<file path="src/rtl/grf_wb_sink_if.sv">
// ----------------------------------------------------------------------------
// grf_wb_sink_if
//   Bundles the general register file's read ports, the write-back triple
//   coming from the write-back pipeline register, and the commit bookkeeping
//   outputs.
//
//   Signals (named after the register file's own port names):
//     I_A1, I_A2   read addresses            (master -> slave)
//     O_RD1, O_RD2 read data                 (slave  -> master)
//     I_A3, I_W1   write address / data      (master -> slave)
//     I_gwe        write enable              (master -> slave)
//     O_wcnt       committed write count     (slave  -> master)
//     O_lastA      last committed address    (slave  -> master)
//     O_lastD      last committed data       (slave  -> master)
//
//   Write-back handshake: I_gwe is the valid qualifier of the triple
//   (I_A3, I_W1); there is no ready, the file accepts every cycle. A triple
//   with I_gwe=1 and I_A3!=0 present at a rising edge outside reset is a
//   commit; with I_gwe=0 the address and data are ignored.
//
//   Parameters must match those of the grf_wb_sink instance bound to it.
// ----------------------------------------------------------------------------
interface grf_wb_sink_if #(
  parameter int DATA_W = 32,
  parameter int ADDR_W = 5,
  parameter int CNT_W  = 16
);
  logic [ADDR_W-1:0] I_A1;
  logic [ADDR_W-1:0] I_A2;
  logic [DATA_W-1:0] O_RD1;
  logic [DATA_W-1:0] O_RD2;
  logic [ADDR_W-1:0] I_A3;
  logic [DATA_W-1:0] I_W1;
  logic              I_gwe;
  logic [CNT_W-1:0]  O_wcnt;
  logic [ADDR_W-1:0] O_lastA;
  logic [DATA_W-1:0] O_lastD;

  modport master (
    output I_A1, I_A2, I_A3, I_W1, I_gwe,
    input  O_RD1, O_RD2, O_wcnt, O_lastA, O_lastD
  );

  modport slave (
    input  I_A1, I_A2, I_A3, I_W1, I_gwe,
    output O_RD1, O_RD2, O_wcnt, O_lastA, O_lastD
  );
endinterface

</file>
<file path="src/rtl/grf_wb_sink.sv">
// ----------------------------------------------------------------------------
// grf_wb_sink
//   General register file at the consuming end of the write-back pipeline
//   register. Commits the write-back triple on the rising edge, serves two
//   combinational read ports, and keeps a commit counter plus the last
//   committed address/data for debug.
//
//   Ports:
//     clk    rising-edge clock
//     reset  asynchronous, active-high; clears all entries and bookkeeping
//     bus    grf_wb_sink_if.slave (read ports, write-back triple, bookkeeping)
//
//   Configuration macro:
//     GRF_BYPASS_EN  when defined, a read whose address matches a pending
//                    commit returns I_W1 in the same cycle. When undefined,
//                    reads return stored contents only.
//
//   Entry 0 is hardwired to zero: writes to it are dropped without touching
//   the counter or the last-write registers. The counter wraps modulo
//   2**CNT_W.
// ----------------------------------------------------------------------------
module grf_wb_sink #(
  parameter int DATA_W = 32,
  parameter int ADDR_W = 5,
  parameter int CNT_W  = 16
) (
  input  logic             clk,
  input  logic             reset,
  grf_wb_sink_if.slave     bus
);

  localparam int DEPTH = 2 ** ADDR_W;

  logic [DATA_W-1:0] regs_q [DEPTH];
  logic [CNT_W-1:0]  wcnt_q,   wcnt_d;
  logic [ADDR_W-1:0] last_a_q, last_a_d;
  logic [DATA_W-1:0] last_d_q, last_d_d;
  logic              commit;
  logic [DATA_W-1:0] rd1, rd2;

  // A write to address 0 is not a commit at all, so the bookkeeping ignores it.
  assign commit = bus.I_gwe && (bus.I_A3 != '0);

  always_comb begin
    wcnt_d   = wcnt_q + CNT_W'(1);
    last_a_d = bus.I_A3;
    last_d_d = bus.I_W1;
  end

  // Entry 0 is never written, so its reset value of zero holds forever.
  always_ff @(posedge clk or posedge reset) begin
    if (reset) begin
      for (int i = 0; i < DEPTH; i++) begin
        regs_q[i] <= '0;
      end
      wcnt_q   <= '0;
      last_a_q <= '0;
      last_d_q <= '0;
    end else if (commit) begin
      regs_q[bus.I_A3] <= bus.I_W1;
      wcnt_q           <= wcnt_d;
      last_a_q         <= last_a_d;
      last_d_q         <= last_d_d;
    end
  end

`ifdef GRF_BYPASS_EN
  // Forwarding is suppressed while reset is high: the write will be lost,
  // so showing its data would expose a value that never lands.
  logic fwd;
  assign fwd = commit && !reset;
`endif

  always_comb begin
    rd1 = '0;
    if (bus.I_A1 != '0) rd1 = regs_q[bus.I_A1];
`ifdef GRF_BYPASS_EN
    if (fwd && (bus.I_A1 == bus.I_A3)) rd1 = bus.I_W1;
`endif
  end

  always_comb begin
    rd2 = '0;
    if (bus.I_A2 != '0) rd2 = regs_q[bus.I_A2];
`ifdef GRF_BYPASS_EN
    if (fwd && (bus.I_A2 == bus.I_A3)) rd2 = bus.I_W1;
`endif
  end

  assign bus.O_RD1   = rd1;
  assign bus.O_RD2   = rd2;
  assign bus.O_wcnt  = wcnt_q;
  assign bus.O_lastA = last_a_q;
  assign bus.O_lastD = last_d_q;

endmodule

</file>
<file path="src/flat_wrapper.sv">
// flat-port wrapper written by rule: the top's interface ports become plain ports
module grf_wb_sink_flat 
#(
  parameter int DATA_W = 32,
  parameter int ADDR_W = 5,
  parameter int CNT_W  = 16
)
  (clk, reset, bus_I_A1, bus_I_A2, bus_I_A3, bus_I_W1, bus_I_gwe, bus_O_RD1, bus_O_RD2, bus_O_wcnt, bus_O_lastA, bus_O_lastD);
  grf_wb_sink_if #(.DATA_W(DATA_W), .ADDR_W(ADDR_W), .CNT_W(CNT_W)) bus_i ();
  input  logic clk;
  input  logic reset;
  input wire logic [$bits(bus_i.I_A1)-1:0] bus_I_A1;
  input wire logic [$bits(bus_i.I_A2)-1:0] bus_I_A2;
  input wire logic [$bits(bus_i.I_A3)-1:0] bus_I_A3;
  input wire logic [$bits(bus_i.I_W1)-1:0] bus_I_W1;
  input wire logic [$bits(bus_i.I_gwe)-1:0] bus_I_gwe;
  output wire logic [$bits(bus_i.O_RD1)-1:0] bus_O_RD1;
  output wire logic [$bits(bus_i.O_RD2)-1:0] bus_O_RD2;
  output wire logic [$bits(bus_i.O_wcnt)-1:0] bus_O_wcnt;
  output wire logic [$bits(bus_i.O_lastA)-1:0] bus_O_lastA;
  output wire logic [$bits(bus_i.O_lastD)-1:0] bus_O_lastD;
  assign bus_i.I_A1 = bus_I_A1;
  assign bus_i.I_A2 = bus_I_A2;
  assign bus_i.I_A3 = bus_I_A3;
  assign bus_i.I_W1 = bus_I_W1;
  assign bus_i.I_gwe = bus_I_gwe;
  assign bus_O_RD1 = bus_i.O_RD1;
  assign bus_O_RD2 = bus_i.O_RD2;
  assign bus_O_wcnt = bus_i.O_wcnt;
  assign bus_O_lastA = bus_i.O_lastA;
  assign bus_O_lastD = bus_i.O_lastD;
  grf_wb_sink #(.DATA_W(DATA_W), .ADDR_W(ADDR_W), .CNT_W(CNT_W)) u_core (.clk(clk), .reset(reset), .bus(bus_i));
endmodule
</file>
<file path="config.mk">
export PLATFORM = sky130hd
export DESIGN_NAME = grf_wb_sink_flat
export DESIGN_NICKNAME = d
export VERILOG_FILES = /design/src/rtl/grf_wb_sink_if.sv /design/src/rtl/grf_wb_sink.sv /design/src/flat_wrapper.sv
export SDC_FILE = /design/constraint.sdc
export NUM_CORES = 2
export LEC_CHECK = 0
export ABC_AREA = 1
export CORE_MARGIN = 10
export CORE_UTILIZATION = 32
export DETAILED_ROUTE_END_ITERATION = 8
export SETUP_SLACK_MARGIN = 0.15
export SLEW_MARGIN = 20
export SYNTH_ARGS = -nofsm -noshare
export SYNTH_HDL_FRONTEND = slang
export SYNTH_SLANG_ARGS = --single-unit
</file>
<file path="constraint.sdc">
create_clock -name clk -period 72.4 [get_ports clk]
set_input_delay 7.24 -clock clk [delete_from_list [all_inputs] [get_ports clk]]
set_output_delay 7.24 -clock clk [all_outputs]
set_load 0.02 [all_outputs]
</file>
==> metrics.txt <==
# TYPE chip_impl_metric gauge
chip_impl_metric{name="die_height",unit="µm"} 447
chip_impl_metric{name="cts.hold.buffers_added",unit=""} 0
chip_impl_metric{name="report.power.total",unit="mW"} 1.80
chip_impl_metric{name="worst-endpoint-required",unit="ns"} 65.16
chip_impl_info{name="worstReg2RegStart",value="u_core.bus.O_wcnt[8]$_DFFE_PP0P_"} 1
chip_impl_metric{name="transition_at_the_pin_with_the_smallest_max_transition_slack",unit="ns"} 1.21
chip_impl_metric{name="clock-skew-final",unit="ns"} 0.00412
chip_impl_metric{name="antenna_violations_before_repair",unit=""} 3
chip_impl_metric{name="max_cap_violations",unit=""} 0
chip_impl_metric{name="synth_xor_area_share",unit="%"} 0.165
chip_impl_metric{name="syn-mean-instance-area",unit="µm²"} 6.86
chip_impl_metric{name="max-slew-margin-rel",unit="%"} 19.1
chip_impl_metric{name="dr.first_iter.drc_count",unit=""} 7633
chip_impl_metric{name="grt.overflow.total",unit=""} 0
chip_impl_info{name="synthMostInstantiatedCell",value="sky130_fd_sc_hd__nand2_1"} 1
chip_impl_metric{name="layout.nets",unit=""} 8175
chip_impl_metric{name="cts_post_setup_buffers_inserted",unit=""} 0
chip_impl_metric{name="cell_area_placed",unit="µm²"} 61100
chip_impl_metric{name="slew_violations",unit=""} 0
chip_impl_metric{name="adder_cell_share_of_the_synthesized_area",unit="%"} 0.0214
chip_impl_metric{name="synth-edff-count",unit=""} 0
chip_impl_metric{name="hold-path-cell-count",unit=""} 0
chip_impl_info{name="main_combinational_cell_family_by_area_after_synthesis",value="simple AND/OR/NAND/NOR gates"} 1
chip_impl_metric{name="hold_viol",unit=""} 0
chip_impl_metric{name="yosys_warnings",unit=""} 0
chip_impl_metric{name="synth-compound-area-share",unit="%"} 11.0
chip_impl_metric{name="core_area",unit="µm²"} 181000
chip_impl_info{name="criticalPathCategory",value="primary input to primary output"} 1
chip_impl_metric{name="firstDrtPassIters",unit=""} 9
chip_impl_metric{name="floorplan.io_pins",unit=""} 167
chip_impl_metric{name="crit_arrival",unit="ns"} 12.50
chip_impl_info{name="postSynth.topFlopCell",value="sky130_fd_sc_hd__dfrtp_1"} 1
chip_impl_metric{name="clock_sink_count",unit=""} 1077
chip_impl_info{name="hold_class",value="register to register"} 1
chip_impl_info{name="worst_hold_startpoint",value="u_core.regs_q[1005]$_DFFE_PP0P_"} 1
chip_impl_metric{name="num_vias",unit=""} 58209
chip_impl_metric{name="area_added_between_synthesis_and_finish",unit="%"} 11.5
chip_impl_metric{name="initial_core_util",unit="%"} 32.3
chip_impl_metric{name="timing.critical_path.fanout_max",unit=""} 164
chip_impl_metric{name="worst_r2r_path_depth",unit=""} 7
chip_impl_metric{name="fill_cells",unit=""} 18914
chip_impl_info{name="end_kind",value="primary output"} 1
chip_impl_metric{name="cts_buffer_depth",unit=""} 3
chip_impl_metric{name="insertion_delay",unit="ns"} 0.74
chip_impl_metric{name="die-area",unit="µm²"} 200000
chip_impl_metric{name="synth_simple_gate_area_share",unit="%"} 37.0
chip_impl_metric{name="die_w",unit="µm"} 447
chip_impl_info{name="clockRootBuffer",value="sky130_fd_sc_hd__clkbuf_16"} 1
chip_impl_metric{name="synth_top_area_share",unit="%"} 46.1
chip_impl_metric{name="synth_fp_nets",unit=""} 8570
chip_impl_metric{name="dp_hpwl",unit="µm"} 121000
chip_impl_info{name="ys_top_cells_by_count",value="3,521 x sky130_fd_sc_hd__nand2_1, 1,388 x sky130_fd_sc_hd__nand3_1, 1,077 x sky130_fd_sc_hd__dfrtp_1, 850 x sky130_fd_sc_hd__o21ai_0, 663 x sky130_fd_sc_hd__clkbuf_1"} 1
chip_impl_metric{name="grt_pass1_vias",unit=""} 55734
chip_impl_metric{name="wl",unit="µm"} 230000
chip_impl_metric{name="irDropWorstVdd",unit="mV"} 0.0229
chip_impl_metric{name="port-buffer-count",unit=""} 166
chip_impl_metric{name="netlist_instances",unit=""} 8519
chip_impl_info{name="timing.rr.end",value="u_core.bus.O_wcnt[13]$_DFFE_PP0P_"} 1
chip_impl_metric{name="synth_seq_cells",unit=""} 1077
chip_impl_metric{name="final_cell_area",unit="µm²"} 65200
chip_impl_metric{name="r2r_setup_slack",unit="ns"} 71.01
chip_impl_metric{name="worst_setup_hold_path_clk_slew",unit="ns"} 0.07
chip_impl_metric{name="detail-route-antenna-nets",unit=""} 0
chip_impl_metric{name="grt_first_pass_wirelength",unit="µm"} 350000
chip_impl_info{name="synth_area_leader_cell",value="sky130_fd_sc_hd__dfrtp_1"} 1
chip_impl_metric{name="power_density",unit="nW/µm²"} 27.5
chip_impl_metric{name="largest_net_degree_at_the_start_of_global_routing",unit=""} 186
chip_impl_metric{name="max_frequency",unit="GHz"} 0.0507
chip_impl_info{name="setup_repair_after_global_routing_missed_its_margin",value="false"} 1
chip_impl_metric{name="finalSetupTns",unit="ns"} 0
chip_impl_info{name="run_status",value="finished clean"} 1
chip_impl_metric{name="synth_mux_area_share",unit="%"} 0
chip_impl_metric{name="asyncSetResetFlopFracSynth",unit="%"} 100
chip_impl_metric{name="p_leak",unit="nW"} 29.9
chip_impl_info{name="crit_path_start_kind",value="primary input"} 1
chip_impl_metric{name="finalWorstPathRequiredPeriod",unit="ns"} 19.74
chip_impl_metric{name="gp_congestion",unit=""} 0.840
chip_impl_metric{name="yosysSeqAreaShare",unit="%"} 46.1
chip_impl_metric{name="core.rowCount",unit=""} 156
chip_impl_metric{name="htree_num_levels",unit=""} 3
chip_impl_metric{name="number_of_failing_setup_endpoints_in_the_final_timing_report",unit=""} 0
chip_impl_metric{name="route.detailed.wl_per_inst",unit="µm"} 21.7
chip_impl_info{name="tritoncts_clock_tree",value="done"} 1
chip_impl_metric{name="drc",unit=""} 0
chip_impl_metric{name="final.period_utilization",unit="%"} 27.3
chip_impl_metric{name="globalRouteTotalUtil",unit="%"} 22.4
chip_impl_metric{name="final.hold.worst_slack",unit="ns"} 0.402
chip_impl_metric{name="layout-drive-gt1-share",unit="%"} 4.26
chip_impl_metric{name="cts-buffers-inserted",unit=""} 116
chip_impl_metric{name="cts-resized-gates",unit=""} 0
chip_impl_metric{name="drt-vias-per-instance",unit=""} 5.49
chip_impl_metric{name="post_synth_instance_area",unit="µm²"} 58500
chip_impl_info{name="timing.hold.worst_endpoint",value="u_core.regs_q[1005]$_DFFE_PP0P_"} 1
chip_impl_metric{name="netlist_cell_types",unit=""} 23
chip_impl_info{name="synth_area_leaders",value="sky130_fd_sc_hd__dfrtp_1 46%, sky130_fd_sc_hd__nand2_1 23%, sky130_fd_sc_hd__nand3_1 12%"} 1
==> critical path: stages <==
cell and delay, ns:
sky130_fd_sc_hd__buf_8 0.71, sky130_fd_sc_hd__buf_12 0.72, sky130_fd_sc_hd__buf_4 0.93, sky130_fd_sc_hd__buf_4 0.84, sky130_fd_sc_hd__nor2_1 0.11, sky130_fd_sc_hd__nor2_1 0.10
sky130_fd_sc_hd__o21ai_0 0.09, sky130_fd_sc_hd__o21ai_0 0.12, sky130_fd_sc_hd__nor2_1 0.06, sky130_fd_sc_hd__nor2_1 0.22, sky130_fd_sc_hd__nor2_1 0.07, sky130_fd_sc_hd__nor2_1 0.30
sky130_fd_sc_hd__clkdlybuf4s50_1 0.69
==> area by class of cell <==
class                   instances  area, µm²  area share, %
multi-input cells            6571      28300           43.4
flip-flops and latches       1077      27000           41.3
clock buffers                 172       3390           5.21
well taps                    2370       2970           4.55
repair buffers                254       2470           3.79
clock inverters                45        642          0.985
inverters                     104        440          0.676
diodes                          3       7.51         0.0115
==> layout by cell type, fill, tap and decap left out, types with 13 or more instances in the layout <==
| cell | count |
|---|---|
| sky130_fd_sc_hd__a21oi_1 | 185 |
| sky130_fd_sc_hd__buf_4 | 78 |
| sky130_fd_sc_hd__bufinv_16 | 13 |
| sky130_fd_sc_hd__clkbuf_1 | 28 |
| sky130_fd_sc_hd__clkbuf_16 | 116 |
| sky130_fd_sc_hd__clkbuf_8 | 28 |
| sky130_fd_sc_hd__clkdlybuf4s50_1 | 156 |
| sky130_fd_sc_hd__clkinv_2 | 20 |
| sky130_fd_sc_hd__dfrtp_1 | 1077 |
| sky130_fd_sc_hd__inv_1 | 77 |
| sky130_fd_sc_hd__inv_2 | 13 |
| sky130_fd_sc_hd__nand2_1 | 3491 |
| sky130_fd_sc_hd__nand2_2 | 22 |
| sky130_fd_sc_hd__nand3_1 | 1386 |
| sky130_fd_sc_hd__nor2_1 | 336 |
| sky130_fd_sc_hd__o21ai_0 | 850 |
| sky130_fd_sc_hd__o21ai_1 | 254 |
==> worst max-delay path by stage <==
stage / start / end / slack [ns]
after floorplan: reset / u_core.bus.O_lastA[0]$_DFFE_PP0P_ / 34.84
after global placement: bus_I_A2[0] / bus_O_RD2[9] / 52.30
after detailed placement: bus_I_A2[0] / bus_O_RD2[10] / 52.79
after CTS: bus_I_A2[0] / bus_O_RD2[10] / 52.76
after global routing: bus_I_A2[0] / bus_O_RD2[11] / 52.50
final: bus_I_A2[0] / bus_O_RD2[10] / 52.66
==> metrics by stage <==
stage	worst slack (ns)	cells	utilization, %
after CTS	52.76	10592	35.9
after global placement	52.30	10374	33.7
after global routing	52.50	10594	35.9
final	52.66	10596	35.9
after detailed placement	52.79	10375	33.7
after floorplan	34.84	8519	-
==> registers in the layout (all words and copies together), names as in the netlist <==
signal	count
u_core.bus.O_lastA	5
u_core.bus.O_lastD	32
u_core.bus.O_wcnt	16
u_core.regs_q	1024
==> cells by family after synthesis <==
kind of cell    Yosys count
simple gates           5269
fa+ha+maj                 1
compound gates         1290
xor+xnor                 11
flops                  1077
buf+inv                 871
==> layer usage <==
metal  vias to the layer above  GRT usage (%)  routed length [µm]
met5                         -              0                   0
met4                         0           13.2               14400
met3                       619           2.77               18700
met2                      2946           36.9              107000
met1                     27769           28.0               90800
li1                      26875              -                   -
==> power by group <==
| part | internal (mW) | switching [mW] |
|---|---|---|
| Clock | 0.371 | 0.266 |
| Sequential | 0.713 | 0.0897 |
| Combinational | 0.130 | 0.227 |
| Total | 1.21 | 0.583 |
(Power assumes the default switching activity.)
